===== src/rtl/keypad_pkg.sv =====
// Shared types and constants for the 4x4 keypad scanner.
package keypad_pkg;

   typedef enum logic [1:0] {
      SCAN     = 2'd0,
      DEBOUNCE = 2'd1,
      PRESSED  = 2'd2,
      RELEASE  = 2'd3
   } kstate_t;

   localparam logic [3:0] COL_INIT = 4'b1000;
   localparam logic [7:0] NO_KEY   = 8'h00;

   function automatic logic is_onehot(input logic [3:0] v);
      return (v != 4'b0000) && ((v & (v - 4'd1)) == 4'b0000);
   endfunction

   // Column walk is 1000 -> 0100 -> 0010 -> 0001 -> 1000.
   function automatic logic [3:0] rotate_col(input logic [3:0] c);
      return {c[0], c[3:1]};
   endfunction

endpackage


===== src/rtl/row_sync.sv =====
// Parameterized-width two-flop synchronizer with synchronous active-low reset.
module row_sync #(
   parameter int WIDTH = 4
) (
   input  logic             clk,
   input  logic             reset,
   input  logic [WIDTH-1:0] d,
   output logic [WIDTH-1:0] q
);

   logic [WIDTH-1:0] meta;

   always_ff @(posedge clk) begin
      if (!reset) begin
         meta <= '0;
         q    <= '0;
      end else begin
         meta <= d;
         q    <= meta;
      end
   end

endmodule


===== src/rtl/keypad_scanner.sv =====
// 4x4 keypad scanner with press/release debounce; presents {row,col} of the accepted key.
// Optional auto-repeat of key_valid while held is enabled by defining KEYPAD_REPEAT_EN.
module keypad_scanner #(
   parameter int SCAN_DIV        = 1000,
   parameter int DEBOUNCE_CYCLES = 50000,
   parameter int REPEAT_CYCLES   = 250000
) (
   input  logic       clk,
   input  logic       reset,
   input  logic [3:0] row,
   output logic [3:0] col,
   output logic [7:0] keypad_val,
   output logic       key_valid,
   output logic       key_held
);

   import keypad_pkg::*;

   localparam int SCW = $clog2(SCAN_DIV);
   localparam int DCW = $clog2(DEBOUNCE_CYCLES);
   localparam logic [SCW-1:0] SC_LAST   = SCW'(SCAN_DIV - 1);
   localparam logic [SCW-1:0] SC_SETTLE = SCW'(3);
   localparam logic [DCW-1:0] DC_LAST   = DCW'(DEBOUNCE_CYCLES - 1);

   generate
      if (SCAN_DIV < 4 || DEBOUNCE_CYCLES < 2 || REPEAT_CYCLES < 2) begin : g_bad_params
         $error("keypad_scanner: illegal parameter value");
      end
   endgenerate

   kstate_t        state, state_nxt;
   logic [SCW-1:0] sc, sc_nxt;
   logic [DCW-1:0] dc, dc_nxt;
   logic [7:0]     cand, cand_nxt;
   logic [3:0]     col_nxt;
   logic [7:0]     val_nxt;
   logic           valid_nxt, held_nxt;
   logic [3:0]     row_s;
   logic           match, watch_hit;

`ifdef KEYPAD_REPEAT_EN
   localparam int RCW = $clog2(REPEAT_CYCLES);
   localparam logic [RCW-1:0] RC_LAST = RCW'(REPEAT_CYCLES - 1);
   logic [RCW-1:0] rc, rc_nxt;
`endif

   row_sync #(.WIDTH(4)) u_row_sync (
      .clk   (clk),
      .reset (reset),
      .d     (row),
      .q     (row_s)
   );

   assign match     = ({row_s, col} == cand);
   assign watch_hit = |(cand[7:4] & row_s);

   always_ff @(posedge clk) begin
      if (!reset) state <= SCAN;
      else        state <= state_nxt;
   end

   always_comb begin
      state_nxt = state;
      case (state)
         SCAN:     if (sc >= SC_SETTLE && is_onehot(row_s)) state_nxt = DEBOUNCE;
         DEBOUNCE: if (!match)              state_nxt = SCAN;
                   else if (dc == DC_LAST)  state_nxt = PRESSED;
         PRESSED:  if (!watch_hit)          state_nxt = RELEASE;
         RELEASE:  if (watch_hit)           state_nxt = PRESSED;
                   else if (dc == DC_LAST)  state_nxt = SCAN;
         default:  state_nxt = SCAN;
      endcase
   end

   // Next values for the counters and registered outputs, keyed off the transition taken.
   always_comb begin
      sc_nxt    = sc;
      dc_nxt    = dc;
      cand_nxt  = cand;
      col_nxt   = col;
      val_nxt   = keypad_val;
      valid_nxt = 1'b0;
      held_nxt  = (state_nxt == PRESSED) || (state_nxt == RELEASE);
`ifdef KEYPAD_REPEAT_EN
      rc_nxt    = rc;
`endif
      case (state)
         SCAN: begin
            if (state_nxt == DEBOUNCE) begin
               cand_nxt = {row_s, col};
               dc_nxt   = '0;
               sc_nxt   = '0;
            end else if (sc == SC_LAST) begin
               sc_nxt  = '0;
               col_nxt = rotate_col(col);
            end else begin
               sc_nxt = sc + 1'b1;
            end
         end
         DEBOUNCE: begin
            if (state_nxt == SCAN) begin
               sc_nxt = '0;
            end else if (state_nxt == PRESSED) begin
               val_nxt   = cand;
               valid_nxt = 1'b1;
`ifdef KEYPAD_REPEAT_EN
               rc_nxt    = '0;
`endif
            end else begin
               dc_nxt = dc + 1'b1;
            end
         end
         PRESSED: begin
            if (state_nxt == RELEASE) begin
               dc_nxt = '0;
`ifdef KEYPAD_REPEAT_EN
               rc_nxt = '0;
            end else if (rc == RC_LAST) begin
               valid_nxt = 1'b1;
               rc_nxt    = '0;
            end else begin
               rc_nxt = rc + 1'b1;
`endif
            end
         end
         RELEASE: begin
            if (state_nxt == SCAN) begin
               col_nxt = rotate_col(col);
               sc_nxt  = '0;
            end else if (state_nxt == PRESSED) begin
`ifdef KEYPAD_REPEAT_EN
               rc_nxt = '0;
`endif
            end else begin
               dc_nxt = dc + 1'b1;
            end
         end
         default: begin
            sc_nxt = '0;
         end
      endcase
   end

   always_ff @(posedge clk) begin
      if (!reset) begin
         sc         <= '0;
         dc         <= '0;
         cand       <= NO_KEY;
         col        <= COL_INIT;
         keypad_val <= NO_KEY;
         key_valid  <= 1'b0;
         key_held   <= 1'b0;
`ifdef KEYPAD_REPEAT_EN
         rc         <= '0;
`endif
      end else begin
         sc         <= sc_nxt;
         dc         <= dc_nxt;
         cand       <= cand_nxt;
         col        <= col_nxt;
         keypad_val <= val_nxt;
         key_valid  <= valid_nxt;
         key_held   <= held_nxt;
`ifdef KEYPAD_REPEAT_EN
         rc         <= rc_nxt;
`endif
      end
   end

endmodule

===== config.mk =====
export PLATFORM = sky130hd
export DESIGN_NAME = keypad_scanner
export DESIGN_NICKNAME = d
export VERILOG_FILES = /design/src/rtl/keypad_pkg.sv /design/src/rtl/row_sync.sv /design/src/rtl/keypad_scanner.sv
export SDC_FILE = /design/constraint.sdc
export NUM_CORES = 1
export LEC_CHECK = 0
export CORE_UTILIZATION = 27
export CTS_CLUSTER_SIZE = 14
export DETAILED_ROUTE_END_ITERATION = 6
export GPL_ROUTABILITY_DRIVEN = 0
export GPL_TIMING_DRIVEN = 0
export HOLD_SLACK_MARGIN = 0.02
export PLACE_DENSITY = 0.41
export SLEW_MARGIN = 15
export SYNTH_ARGS = -nofsm -noshare
export SYNTH_HDL_FRONTEND = slang
export SYNTH_SLANG_ARGS = --single-unit

===== constraint.sdc =====
create_clock -name clk -period 2.4 [get_ports clk]
set_clock_uncertainty 0.1 [all_clocks]
set_input_delay 0.72 -clock clk [delete_from_list [all_inputs] [get_ports clk]]
set_output_delay 0.72 -clock clk [all_outputs]
set_load 0.02 [all_outputs]

[After elaboration in Yosys (flattened, before gate mapping)]
Cells that the tools add are included.
Storage, ports and cells
  register bits: 58
  bits of input ports: 6
  bits in read-only memories: 0
  bits in latches: 0
  output and inout port bits: 14
  word-level logic and storage cells: 74
  bits in writable memories: 0
  memories kept: 0
Operators by class
  equality and inequality tests: 17
  $mul: 0
  reductions and logical operators: 17
  bitwise operators: 5
  shift-type cells: 0
  add/sub/neg operators: 3
  muxes and demuxes: 21
  div/mod/pow operators: 0
  $lt $le $gt $ge: 1
Operator list (number)
  $mux W16: 4
  $pmux W16 S3: 1
  $mux W10: 3
  $pmux W10 S2: 1
  $add A16 B1 Y16 const B: 1
  $eq A16 B16 Y1 const B: 1
  $ne A2 B2 Y1 const B: 7
  $mux W2: 6
  $mux W4: 3
  $add A10 B1 Y10 const B: 1
  $eq A10 B10 Y1 const B: 1
  $ge A10 B2 Y1 const B: 1
  $and A4 B4 Y4: 2
  $eq A2 B2 Y1 const B: 4
  $eq A8 B8 Y1: 1
  $pmux W2 S4: 1
  $pmux W4 S2: 1
  $reduce_and A4 Y1: 2
  $eq A2 B1 Y1 const B: 2
  $logic_not A2 Y1: 2
  $logic_not A4 Y1: 1
  $reduce_and A2 Y1: 2
  $reduce_bool A2 Y1: 2
  $reduce_bool A4 Y1: 1
  10 further kinds: 13

[Logic depth before layout (Yosys ltp)]
  depth after elaboration: 11
  gate-level depth with buffers: 8
  gate-level depth less buffers: 6

[Hierarchy]
From an unflattened synthesis, not the netlist that was laid out.
Second synthesis, totals
  cell total of the unflattened synthesis: 340
  area total of the unflattened synthesis: 3017.9 µm²
Modules (own cells, without submodules)
  keypad_scanner: area each 2807.7 µm², times used 1, seq. area each 1001.0 µm², cells an instance 324
  row_sync: area each 210.2 µm², times used 1, seq. area each 160.2 µm², cells an instance 16

[Worst setup path before layout]
No wires, ideal clock.
  path type: input to register
  from: input port reset
  to: register dc[11]
  arrival time: 2.037 ns
  path buffers: 3
  stages on the path: 7
  path slack: 0.191 ns
  library setup time: 0.072 ns
  required time: 2.228 ns
  path through: clkbuf_1 -> clkinv_1 -> a311oi_1 -> buf_2 -> buf_2 -> nand2_1 -> mux2i_1
RTL lines
  start: declaration: line keypad_scanner.sv:9  | input logic reset,
  end signal: assignment: line keypad_scanner.sv:158  | dc <= dc_nxt;
  end: declaration: line keypad_scanner.sv:33  | logic [DCW-1:0] dc, dc_nxt;

[Worst setup path after layout]
  from: register u_row_sync.q[3]
  to: register sc[1]
Between the ends
  word-level cells in the longest chain between the ends: 10
  elaborated cells between the ends (all ways): 20
  classes of those cells: add/sub (1); eq/ne (3); mux (7); bitwise (2); reduce/logical (7)
Ends and longest elaborated chain
  start: declaration: line row_sync.sv:8  | output logic [WIDTH-1:0] q
  start signal: assignment: line row_sync.sv:19  | q <= meta;
  $sub A4 B1 Y4: line keypad_pkg.sv:15  | return (v != 4'b0000) && ((v & (v - 4'd1)) == 4'b0000);
  $and A4 B4 Y4: line keypad_pkg.sv:15
  $logic_not A4 Y1: line keypad_pkg.sv:15
  $logic_and A1 B1 Y1: line keypad_pkg.sv:15
  $logic_and A1 B1 Y1: line keypad_scanner.sv:65  | SCAN: if (sc >= SC_SETTLE && is_onehot(row_s)) state_nxt = DEBOUNCE;
  $mux W2: line keypad_scanner.sv:65
  $pmux W2 S4 (*): line keypad_scanner.sv:64  | case (state)
  $eq A2 B1 Y1 / $logic_not A2 Y1 (equally long branches): line keypad_scanner.sv:89, keypad_scanner.sv:101, keypad_scanner.sv:127
  $mux W10 / $ne A2 B1 Y1 (equally long branches)
  $pmux W10 S2 / $reduce_and A2 Y1 (equally long branches)
  end signal: assignment: line keypad_scanner.sv:157  | sc <= sc_nxt;
  end: declaration: line keypad_scanner.sv:32  | logic [SCW-1:0] sc, sc_nxt;
Every way passes the cells marked *; elsewhere a longest branch is shown, timed or not.
A chain may end at the register's enable or synchronous reset.

==> metrics.txt <==
Max Slew Vio Count=0; IR drop worst, VDD=about 190 uV; crit-path leading delay family=simple AND/OR/NAND/NOR gates; Max-slew headroom=between 60% and 70%; Peak Freq=0.444 GHz; Mapped Area=between 2000 and 3000 um^2; routed vias/inst=about 4.8; initial core utilization=~28%; top area cells in the synthesized netlist=dfxtp_1 41%, mux2i_1 13%, nor2_1 4.7%, nand2_1 4.3%, nand2b_1 3.1%; # fillers=1018; met1 usage=between 15 and 20%; arrival time worst endpoint=between 2 and 2.5 ns; residual DRC count=0; H-tree Lvls=3; P_leak=between 0.001 and 0.0015 uW; Root Driver=clkbuf_8; Area growth, synth to finish=23.4%; CP required=2.57 ns; Yosys reg bits=58; crit path time final=~2.3 ns; Die Wd=approximately 100 um; Die Height=between 100 and 150 um; Worst setup SP type=flop; Worst-path clk slew=0.07 ns; Total GRT Usage=13.8%; CP Cell Sequence=ha_1 -> or4_1 -> o21a_2 -> clkbuf_4 -> or3b_1 -> a211oi_2; Warnings, synthesis=0; Post-Syn Nets=332; share of the yosys chip area belonging to registers=about two fifths; Worst Tran Pin Value=just under 0.6 ns; CP max stage cell=or4_1; EDFF count, synth=0; Inserted Diodes=0; post-route ant nets=0; post-synth top area cell=dfxtp_1; Hold Crit Start=u_row_sync.meta[1]$_SDFF_PN0_; largest net degree at the start of global routing=11; initial DRC count=100; die area=~11000 um^2; total CTS buffers=9; hold endpoint=u_row_sync.q[1]$_SDFF_PN0_; setup ws final=roughly 0.15 ns; CTS Hold Buffers Added=0; unrepaired setup endpoints after global routing=no; Congestion Overflow GR=0; first-pass GRT wire length=11.6 mm; Core ar.=about 10000 um^2; Pre-antenna DRT Iters=4; top fanout value on the critical path=10; Clock Sinks=58; crit path kind=reg -> reg; GR peak layer=met2; r2r setup slk=~0.15 ns; Netlist cell types=39; final worst path period share=a little over nine tenths; CTS tree=yes; Setup WS pre-CTS=-0.387 ns; Reg2Reg Depth=6; Worst-Skew Late Latency=0.34 ns; drt wl/cell=between 10 and 15 um; hold path cells=1; worst reg2reg startpoint=u_row_sync.q[3]$_SDFF_PN0_; Worst setup EP type=flop; Ports=20; Gate Count Post-Synth=320; worst path buffer plus inverter count=1; final hold slack=between 0.3 and 0.4 ns; # rows=36; MaxCap Viol Count=0; met2 GRT Util=21.9%; Top FF cell, synth=dfxtp_1; met3 usage=under 10%; Port Buffers=18; asr flop ratio synth=0%; Clock Tree Buf Depth=2; reg2reg end=sc[1]$_SDFFE_PN0P_; final setup violation count=0; top post-synthesis cells by count=58 x dfxtp_1, 36 x mux2i_1, 35 x nor2_1, 32 x nand2_1, 16 x nand3_1; P per Cell Area=between 600 and 700 nW/um^2; antenna violations before repair=0; final hold violations=0; vias in the first global route=roughly 2300; Design Power=~2200 uW; Post-DP HPWL=a little under 5 mm; final WL=6.83 mm; crit-path max cell delay=0.50 ns; fin nets=365; mean post-synth cell area=approximately 8.8 um^2; total negative setup slack=0 ns; count leader, synth=dfxtp_1; status=completed; HP Class=reg -> reg; Synth top area share=roughly two fifths; DR vias=2370; layout cell share with drive strength beyond 1=between 10% and 20%
==> sequential cells by signal, summed over array words and instances, names as in the netlist <==
name / flops
u_row_sync.q: 4
state: 2
key_valid: 1
sc: 10
key_held: 1
dc: 16
u_row_sync.meta: 4
col: 4
keypad_val: 8
cand: 8
==> metrics by stage <==
| stage | util, % | instances | area, um^2 |
|---|---|---|---|
| 2_1_floorplan | - | 320 | 2820 |
| 3_3_place_gp | 31.8 | 471 | 3170 |
| 3_5_place_dp | 31.8 | 471 | 3170 |
| 4_1_cts | 34.4 | 487 | 3420 |
| 5_1_grt | 35.0 | 491 | 3480 |
| 6_report | 35.0 | 491 | 3480 |
==> kinds of logic after synthesis <==
logic type                 share of synthesized area [%]
AOI/OAI and AO/OA                                   10.6
xor gates and xnor gates                            1.55
adders and majority gates                           2.66
buffers and inverters                               3.15
DFF                                                 41.2
muxes                                               12.8
and+or+nand+nor                                     28.1
==> timing repair <==
item / CTS / global route
endpoints found under the setup margin: 13 / 28
resized for setup: 3 / 17
pin swaps: 0 / 4
buffers inserted: 0 / 5
==> how the worst max path moves through the flow <==
stage | from | endpoint | slack [ns] | depth (start not counted)
after floorplan | reset | dc[11]$_SDFFE_PN0P_ | 0.19 | 7
after global placement | reset | dc[13]$_SDFFE_PN0P_ | -0.35 | 7
after detailed placement | reset | dc[8]$_SDFFE_PN0P_ | -0.39 | 7
after CTS | sc[0]$_SDFFE_PN0P_ | dc[11]$_SDFFE_PN0P_ | 0.009 | 8
after global routing | cand[5]$_SDFFE_PN0P_ | sc[1]$_SDFFE_PN0P_ | 0.02 | 6
final | u_row_sync.q[3]$_SDFF_PN0_ | sc[1]$_SDFFE_PN0P_ | 0.15 | 6
==> where the power goes <==
group	switching [uW]	total, uW	internal, uW
combinational	76.8	135	58.0
sequential	16.1	995	979
clock	403	1070	668
==> cells in the final DEF, fill, tap and decap left out, types with 11 or more instances in the layout <==
master	Yosys	final
clkbuf_8	0	12
nor2_1	35	35
o21ai_0	14	13
nand2b_1	14	14
nand3_1	16	15
dfxtp_1	58	57
and2_1	11	11
a21oi_1	11	11
nand2_1	32	32
mux2i_1	36	36
clkdlybuf4s50_1	0	18
==> worst register-to-register path: cells and delay by family, from the launching register on <==
family,cells,cell delay [ns]
buffers and inverters,1,0.18
adders and majority gates,1,0.22
AOI/OAI and AO/OA,2,0.43
and+or+nand+nor,2,0.90
DFF,1,0.35
==> cell type report <==
cell class,instances,area (um^2),share of cell area [%]
Inverter,8,31.3,0.898
Timing Repair Buffer,23,218,6.25
Tap cell,133,166,4.78
Clock buffer,12,165,4.74
Multi-Input combinational cell,240,1600,46.0
Clock inverter,4,72.6,2.08
Sequential cell,58,1160,33.4
Buffer,13,63.8,1.83
==> routing by layer <==
metal	up-vias	share of wire [%]
met5	-	0
met4	0	1.5
met3	7	2.6
met2	29	46
met1	1125	49
li1	1209	-
(Power assumes the default switching activity.)
